===== config.mk =====
export PLATFORM = sky130hd
export DESIGN_NAME = pet2001_ps2_key
export DESIGN_NICKNAME = d
export VERILOG_FILES = /design/src/rtl/pet2001_ps2_pkg.sv /design/src/rtl/pet2001_ps2_keymap.sv /design/src/rtl/pet2001_ps2_key.sv
export SDC_FILE = /design/constraint.sdc
export NUM_CORES = 1
export LEC_CHECK = 0
export BUFFER_PORTS_ARGS = -buffer_cell sky130_fd_sc_hd__buf_2
export CELL_PAD_IN_SITES_DETAIL_PLACEMENT = 1
export CELL_PAD_IN_SITES_GLOBAL_PLACEMENT = 2
export CORE_MARGIN = 2
export CORE_UTILIZATION = 37
export DETAILED_ROUTE_END_ITERATION = 8
export PLACE_DENSITY_LB_ADDON = 0.25
export SYNTH_ARGS = -nofsm -noshare
export SYNTH_HDL_FRONTEND = slang
export SYNTH_HIERARCHICAL = 1
export SYNTH_SLANG_ARGS = --single-unit

===== constraint.sdc =====
create_clock -name clk -period 3.6 [get_ports clk]
set_input_delay 0.36 -clock clk [delete_from_list [all_inputs] [get_ports clk]]
set_output_delay 0.36 -clock clk [all_outputs]
set_load 0.01 [all_outputs]

===== src/rtl/pet2001_ps2_pkg.sv =====
// Shared constants and types for the PS/2 to PET 2001 keyboard matrix bridge.
// Latency: n/a (declarations only); backpressure: n/a.
package pet2001_ps2_pkg;

    localparam logic [7:0] PS2_BREAK = 8'hF0;
    localparam logic [7:0] PS2_EXT   = 8'hE0;
    localparam int         KEY_ROWS  = 10;

    typedef struct packed {
        logic [3:0] row;
        logic [2:0] col;
    } key_pos_t;

endpackage


===== src/rtl/pet2001_ps2_keymap.sv =====
// Set-2 scancode to PET matrix position lookup; hit=0 for codes with no PET key.
// Latency: combinational; backpressure: none.
module pet2001_ps2_keymap
    import pet2001_ps2_pkg::*;
(
    input  logic [7:0] code,
    output logic       hit,
    output key_pos_t   pos
);

    always_comb begin
        hit = 1'b1;
        pos = '0;
        case (code)
            8'h1C: pos = '{4'd4, 3'd0};   // A
            8'h32: pos = '{4'd6, 3'd2};   // B
            8'h21: pos = '{4'd6, 3'd1};   // C
            8'h23: pos = '{4'd4, 3'd1};   // D
            8'h24: pos = '{4'd2, 3'd1};   // E
            8'h2B: pos = '{4'd5, 3'd1};   // F
            8'h34: pos = '{4'd4, 3'd2};   // G
            8'h33: pos = '{4'd5, 3'd2};   // H
            8'h43: pos = '{4'd3, 3'd3};   // I
            8'h3B: pos = '{4'd4, 3'd3};   // J
            8'h42: pos = '{4'd5, 3'd3};   // K
            8'h4B: pos = '{4'd4, 3'd4};   // L
            8'h3A: pos = '{4'd6, 3'd3};   // M
            8'h31: pos = '{4'd7, 3'd2};   // N
            8'h44: pos = '{4'd2, 3'd4};   // O
            8'h4D: pos = '{4'd3, 3'd4};   // P
            8'h15: pos = '{4'd2, 3'd0};   // Q
            8'h2D: pos = '{4'd3, 3'd1};   // R
            8'h1B: pos = '{4'd5, 3'd0};   // S
            8'h2C: pos = '{4'd2, 3'd2};   // T
            8'h3C: pos = '{4'd2, 3'd3};   // U
            8'h2A: pos = '{4'd7, 3'd1};   // V
            8'h1D: pos = '{4'd3, 3'd0};   // W
            8'h22: pos = '{4'd7, 3'd0};   // X
            8'h35: pos = '{4'd3, 3'd2};   // Y
            8'h1A: pos = '{4'd6, 3'd0};   // Z
            // Top-row digits and keypad digits share the PET numeric keypad keys
            8'h45, 8'h70: pos = '{4'd8, 3'd6};
            8'h16, 8'h69: pos = '{4'd6, 3'd6};
            8'h1E, 8'h72: pos = '{4'd7, 3'd6};
            8'h26, 8'h7A: pos = '{4'd6, 3'd7};
            8'h25, 8'h6B: pos = '{4'd4, 3'd6};
            8'h2E, 8'h73: pos = '{4'd5, 3'd6};
            8'h36, 8'h74: pos = '{4'd4, 3'd7};
            8'h3D, 8'h6C: pos = '{4'd2, 3'd6};
            8'h3E, 8'h75: pos = '{4'd3, 3'd6};
            8'h46, 8'h7D: pos = '{4'd2, 3'd7};
            8'h29: pos = '{4'd9, 3'd2};   // space
            8'h5A: pos = '{4'd6, 3'd5};   // RETURN
            8'h12: pos = '{4'd8, 3'd0};   // left shift
            8'h59: pos = '{4'd8, 3'd5};   // right shift
            8'h66: pos = '{4'd1, 3'd7};   // backspace -> DEL
            8'h76: pos = '{4'd9, 3'd4};   // Esc -> STOP
            8'h0D: pos = '{4'd9, 3'd0};   // Tab -> RVS
            8'h55: pos = '{4'd9, 3'd7};   // =
            8'h4E: pos = '{4'd8, 3'd7};   // - (keypad minus position)
            8'h4A: pos = '{4'd3, 3'd7};   // /
            8'h4C: pos = '{4'd6, 3'd4};   // ;
            8'h41: pos = '{4'd7, 3'd3};   // ,
            8'h49: pos = '{4'd9, 3'd6};   // .
            8'h54: pos = '{4'd9, 3'd1};   // [
            8'h5B: pos = '{4'd8, 3'd2};   // ]
            8'h5D: pos = '{4'd1, 3'd3};   // backslash
            8'h52: pos = '{4'd1, 3'd2};   // '
            8'h0E: pos = '{4'd8, 3'd1};   // ` -> @
            8'h05: pos = '{4'd0, 3'd6};   // F1 -> HOME
            8'h06: pos = '{4'd0, 3'd7};   // F2 -> CRSR-RT
            8'h04: pos = '{4'd1, 3'd6};   // F3 -> CRSR-DN
            8'h0C: pos = '{4'd2, 3'd5};   // F4 -> ^
            8'h03: pos = '{4'd0, 3'd5};   // F5 -> <-
            8'h7C: pos = '{4'd5, 3'd7};   // keypad *
            8'h79: pos = '{4'd7, 3'd7};   // keypad +
            default: hit = 1'b0;
        endcase
    end

endmodule


===== src/rtl/pet2001_ps2_key.sv =====
// PS/2 keyboard to PET 2001 10x8 key matrix; define PS2_PARITY_CHECK_EN to drop frames with bad odd parity.
// Latency: matrix <=4 clk after stop-bit ps2_clk fall, keyin 1 clk after keyrow; backpressure: none.
module pet2001_ps2_key
    import pet2001_ps2_pkg::*;
#(
    parameter int TIMEOUT_CYCLES = 50000
) (
    input  logic       clk,
    input  logic       reset,
    input  logic [3:0] keyrow,
    output logic [7:0] keyin,
    input  logic       ps2_clk,
    input  logic       ps2_data
);

    localparam int              TW       = $clog2(TIMEOUT_CYCLES + 1);
    localparam logic [TW-1:0]   IDLE_MAX = TW'(TIMEOUT_CYCLES - 1);

    logic [2:0]                      clk_sync;
    logic [1:0]                      dat_sync;
    logic                            ps2_fall;
    logic                            ps2_bit;
    logic [3:0]                      bit_cnt;
    logic [7:0]                      shreg;
    logic [TW-1:0]                   idle_cnt;
    logic                            frame_vld;
    logic                            parity_ok;
    logic                            map_hit;
    key_pos_t                        map_pos;
    logic                            brk_flag;
    logic                            ext_flag;
    logic [KEY_ROWS-1:0][7:0]        matrix;
    logic [7:0]                      row_dat;
`ifdef PS2_PARITY_CHECK_EN
    logic                            par_bit;
`endif

    // clk_sync[1] is the synchronised level, clk_sync[2] its previous value
    always_ff @(posedge clk or negedge reset) begin
        if (!reset) begin
            clk_sync <= '1;
            dat_sync <= '1;
        end else begin
            clk_sync <= {clk_sync[1:0], ps2_clk};
            dat_sync <= {dat_sync[0], ps2_data};
        end
    end

    assign ps2_fall = clk_sync[2] & ~clk_sync[1];
    assign ps2_bit  = dat_sync[1];

    always_comb begin
`ifdef PS2_PARITY_CHECK_EN
        parity_ok = ^{par_bit, shreg};
`else
        parity_ok = 1'b1;
`endif
    end

    // bit_cnt: 0 waits for start, 1..8 data, 9 parity, 10 stop
    always_ff @(posedge clk or negedge reset) begin
        if (!reset) begin
            bit_cnt   <= '0;
            shreg     <= '0;
            idle_cnt  <= '0;
            frame_vld <= 1'b0;
`ifdef PS2_PARITY_CHECK_EN
            par_bit   <= 1'b0;
`endif
        end else begin
            frame_vld <= 1'b0;
            if (ps2_fall) begin
                idle_cnt <= '0;
                case (bit_cnt)
                    4'd0: if (!ps2_bit) bit_cnt <= 4'd1;
                    4'd9: begin
`ifdef PS2_PARITY_CHECK_EN
                        par_bit <= ps2_bit;
`endif
                        bit_cnt <= 4'd10;
                    end
                    4'd10: begin
                        bit_cnt   <= '0;
                        frame_vld <= ps2_bit & parity_ok;
                    end
                    default: begin
                        shreg   <= {ps2_bit, shreg[7:1]};
                        bit_cnt <= bit_cnt + 4'd1;
                    end
                endcase
            end else if (bit_cnt != '0) begin
                if (idle_cnt == IDLE_MAX) begin
                    bit_cnt  <= '0;
                    idle_cnt <= '0;
                end else begin
                    idle_cnt <= idle_cnt + 1'b1;
                end
            end
        end
    end

    // shreg is stable while frame_vld is high: it only shifts on data bits
    pet2001_ps2_keymap u_keymap (
        .code (shreg),
        .hit  (map_hit),
        .pos  (map_pos)
    );

    always_ff @(posedge clk or negedge reset) begin
        if (!reset) begin
            matrix   <= '0;
            brk_flag <= 1'b0;
            ext_flag <= 1'b0;
        end else if (frame_vld) begin
            if (shreg == PS2_BREAK) begin
                brk_flag <= 1'b1;
            end else if (shreg == PS2_EXT) begin
                ext_flag <= 1'b1;
            end else begin
                if (!ext_flag && map_hit) matrix[map_pos.row][map_pos.col] <= ~brk_flag;
                brk_flag <= 1'b0;
                ext_flag <= 1'b0;
            end
        end
    end

    always_comb begin
        row_dat = 8'hFF;
        for (int r = 0; r < KEY_ROWS; r++) begin
            if (keyrow == 4'(r)) row_dat = ~matrix[r];
        end
    end

    always_ff @(posedge clk or negedge reset) begin
        if (!reset) keyin <= 8'hFF;
        else        keyin <= row_dat;
    end

endmodule


==> impl_metrics.json <==
{
  "max_slew_margin_pct": 42.8,
  "r2r-end": "matrix[44]",
  "netSwitchingPower_mw": 2.71,
  "place_congestion": 0.946,
  "p_seq_share_pct": 26.1,
  "switching_share_pct": 43.1,
  "setup_ws_ns": 0.0393,
  "drtPass1Iterations": 5,
  "drc": 0,
  "hold_viol": 0,
  "reg2reg_slack_ns": 0.04,
  "clock_latency_ns": 0.42,
  "grt_pass1_vias": 7307,
  "layout_commonest_cell": "dfrtp_1",
  "area_delta_synth_final_pct": 27.1,
  "worst_r2r_startpoint": "shreg[6]",
  "vdd_drop_max_uv": 317,
  "io_buffers": 15,
  "ant_nets": 0,
  "p_int_mw": 3.57,
  "n_antenna_cell": 0,
  "htree_levels": 4,
  "avgSynthCellArea_um2": 9.57,
  "power_density_mw_per_mm2": 656,
  "post-place-cells": 1086,
  "max_freq_mhz": 281,
  "crit_arrival_ns": 3.89,
  "p_comb_share_pct": 47.6,
  "synthSimpleGateAreaFrac_pct": 17.1,
  "ios": 16,
  "ctsLongestPathBuffers": 2,
  "synth_fp_nets": 801,
  "synth_xor_xnor_area_share_pct": 1.86,
  "synth_top_family_by_area": "compound AO/OA/AOI/OAI gates",
  "p_leak_nw": 3.87,
  "antenna_found_initial": 0,
  "mappedNetlistArea_mm2": 0.00754,
  "post-dp-hpwl_mm": 17.3,
  "seq_area_frac_synth_pct": 41.4,
  "wire_per_inst_um": 22.2,
  "clkTransAtPathRegs_ns": 0.06,
  "final_cell_mix": "104 x dfrtp_1, 96 x buf_4, 73 x a31oi_1",
  "rows": 52,
  "fin_cells": 1140,
  "crit_required_ns": 3.93,
  "cts-buffers-inserted": 17,
  "cts_root_buf": "clkbuf_16",
  "wirelength_mm": 25.3,
  "via_per_inst": 6.04,
  "fillCellCount": 2220,
  "postCtsHoldBufs": 0,
  "grt-ovfl-total": 0,
  "synthAdderAreaFrac_pct": 0.830,
  "die-area_mm2": 0.0215,
  "synth_mux_area_share_pct": 7.68,
  "fp.dieW_um": 147,
  "maxSlewViolCount": 0,
  "synth_compound_area_share_pct": 25.0,
  "fin_crit_sh_pct": 98.9,
  "hp-class": "in2reg",
  "cp-end-kind": "flop",
  "yosysWarnings": 6,
  "synth-edff-count": 0,
  "max_cap_violations": 0,
  "tritoncts": "yes",
  "grt_max_degree": 65,
  "fp.coreArea_mm2": 0.0201,
  "worst-r2r-cell-count": 13,
  "clkPwrFrac_pct": 26.3,
  "yosys_register_bits": 124,
  "skew_ns": 0.0116,
  "critPathLaunchType": "flop",
  "netlist_instances": 788,
  "worst_slew_pin_slew_ns": 0.858,
  "status": "completed",
  "rsz0062_at_grt": "true",
  "post-place-ws_ns": -0.0900,
  "cp-startpoint": "shreg[6]",
  "grtUsageTotal_pct": 23.7,
  "die_h_um": 147,
  "drtIter0Drc": 521,
  "ys.flop_type": "dfrtp_1",
  "finalCriticalPeriod_ns": 3.56,
  "ys_types": 80,
  "setup_viol_count_final": 0,
  "nets": 870,
  "async_flop_share_pct": 100,
  "crit_fanout": 6,
  "start_util_pct": 37.5,
  "endpoint": "matrix[44]",
  "critPathKind": "reg2reg",
  "drive_above_1_share_pct": 30.8,
  "cts_sinks": 124,
  "grt_pass1_wl_mm": 40.5,
  "vias": 6885
}
registers in the layout (all words and copies together), names as in the netlist:
| name | flops |
|---|---|
| matrix | 80 |
| idle_cnt | 16 |
| keyin | 8 |
| shreg | 8 |
| bit_cnt | 4 |
| clk_sync | 3 |
| dat_sync | 2 |
| brk_flag | 1 |
| ext_flag | 1 |
| frame_vld | 1 |
Yosys cell counts (5+ instances only):
master	number	area share [%]
a2111oi_2	7	1.4
a21oi_1	81	5.4
a31oi_1	74	6.1
a32oi_1	7	0.81
and3_1	5	0.41
buf_2	34	2.3
clkbuf_1	35	1.7
dfrtp_1	111	37
dfstp_2	13	4.5
ha_1	5	0.83
inv_1	21	1.0
mux2_2	9	1.3
mux2i_1	23	3.1
mux4_2	11	3.3
nand2_1	35	1.7
nand2b_1	10	0.83
nand3_1	22	1.5
nand4_1	12	1.0
nand4b_1	5	0.58
nor2_1	43	2.1
nor2b_1	8	0.66
nor3_1	12	0.80
nor3b_1	13	1.3
nor4_1	5	0.41
nor4bb_1	6	0.80
o211ai_1	5	0.50
o21ai_0	32	2.1
o31ai_1	15	1.5
or3_1	6	0.50
xnor2_1	8	0.93
xor2_1	8	0.93
worst min path at each step:
stage	from	end	slack (ns)	depth (start not counted)
floorplan	reset	bit_cnt[0]	0.06	0
global placement	clk_sync[0]	clk_sync[1]	0.35	0
detailed placement	dat_sync[0]	dat_sync[1]	0.35	0
CTS	ps2_data	dat_sync[0]	0.02	1
global route	ps2_data	dat_sync[0]	0.02	1
finish	ps2_data	dat_sync[0]	0.04	1
per-stage QoR:
| stage | util (%) | TNS, ns | hold slack, ns | power [mW] | cell area, um2 |
|---|---|---|---|---|---|
| global route | 47.7 | -2.18 | 0.0217 | 6.63 | 9580 |
| floorplan | - | 0 | 0.0644 | 3.20 | 7540 |
| finish | 47.7 | 0 | 0.0413 | 6.28 | 9580 |
| CTS | 45.5 | 0 | 0.0219 | 6.12 | 9150 |
| global placement | 42.0 | 0 | 0.346 | 4.30 | 8450 |
| detailed placement | 42.0 | -0.563 | 0.353 | 4.38 | 8450 |
power by group through the flow:
stage | Clock (mW) | Sequential, mW | Combinational, mW
after floorplan | 0 | 1.59 | 1.61
after global placement | 0 | 1.64 | 2.66
after detailed placement | 0 | 1.66 | 2.72
after CTS | 1.68 | 1.64 | 2.80
after global routing | 1.75 | 1.66 | 3.22
final | 1.65 | 1.64 | 2.99
routing by layer:
| layer | vias to the layer above | share of wire, % | routed length, um | track usage (%) |
|---|---|---|---|---|
| met5 | - | 0 | 0 | 0 |
| met3 | 46 | 2.9 | 741 | 4.07 |
| met1 | 3517 | 44 | 11200 | 30.8 |
| met2 | 150 | 50 | 12700 | 39.6 |
| li1 | 3172 | - | - | - |
| met4 | 0 | 2.8 | 701 | 9.08 |
repair_timing:
action / 4_1_cts / 5_1_grt
resized for setup: 13 / 58
pin swaps: 3 / 13
cloned: 1 / 6
endpoints found under the setup margin: 30 / 80
buffers inserted: 6 / 9
cell type report:
| class | instances | area (um2) | area share, % |
|---|---|---|---|
| clock inverters | 14 | 136 | 1.42 |
| repair buffers | 130 | 1170 | 12.3 |
| flip-flops and latches | 124 | 3130 | 32.6 |
| clock buffers | 18 | 429 | 4.48 |
| inverters | 21 | 82.6 | 0.862 |
| well taps | 270 | 338 | 3.53 |
| multi-input cells | 563 | 4290 | 44.8 |
cells by family (layout without fill, tap and decap cells):
group,Yosys count,after routing
buffers and inverters,101,183
muxes,43,43
adders and majority gates,5,5
and+or+nand+nor,217,217
DFF,124,124
xor gates and xnor gates,16,16
AOI/OAI and AO/OA,282,282
worst max-delay path: stages (launching register included):
cell       delay (ns)
dfrtp_2          0.44
and4b_4          0.24
a32o_2           0.28
a221o_1          0.30
a311oi_2         0.32
nand3_1          0.17
or4_4            0.56
nand4bb_4        0.22
buf_6            0.16
a2111oi_4        0.20
buf_6            0.19
clkbuf_16        0.16
a21oi_2          0.05
a31oi_1          0.18
(Power assumes the default switching activity.)
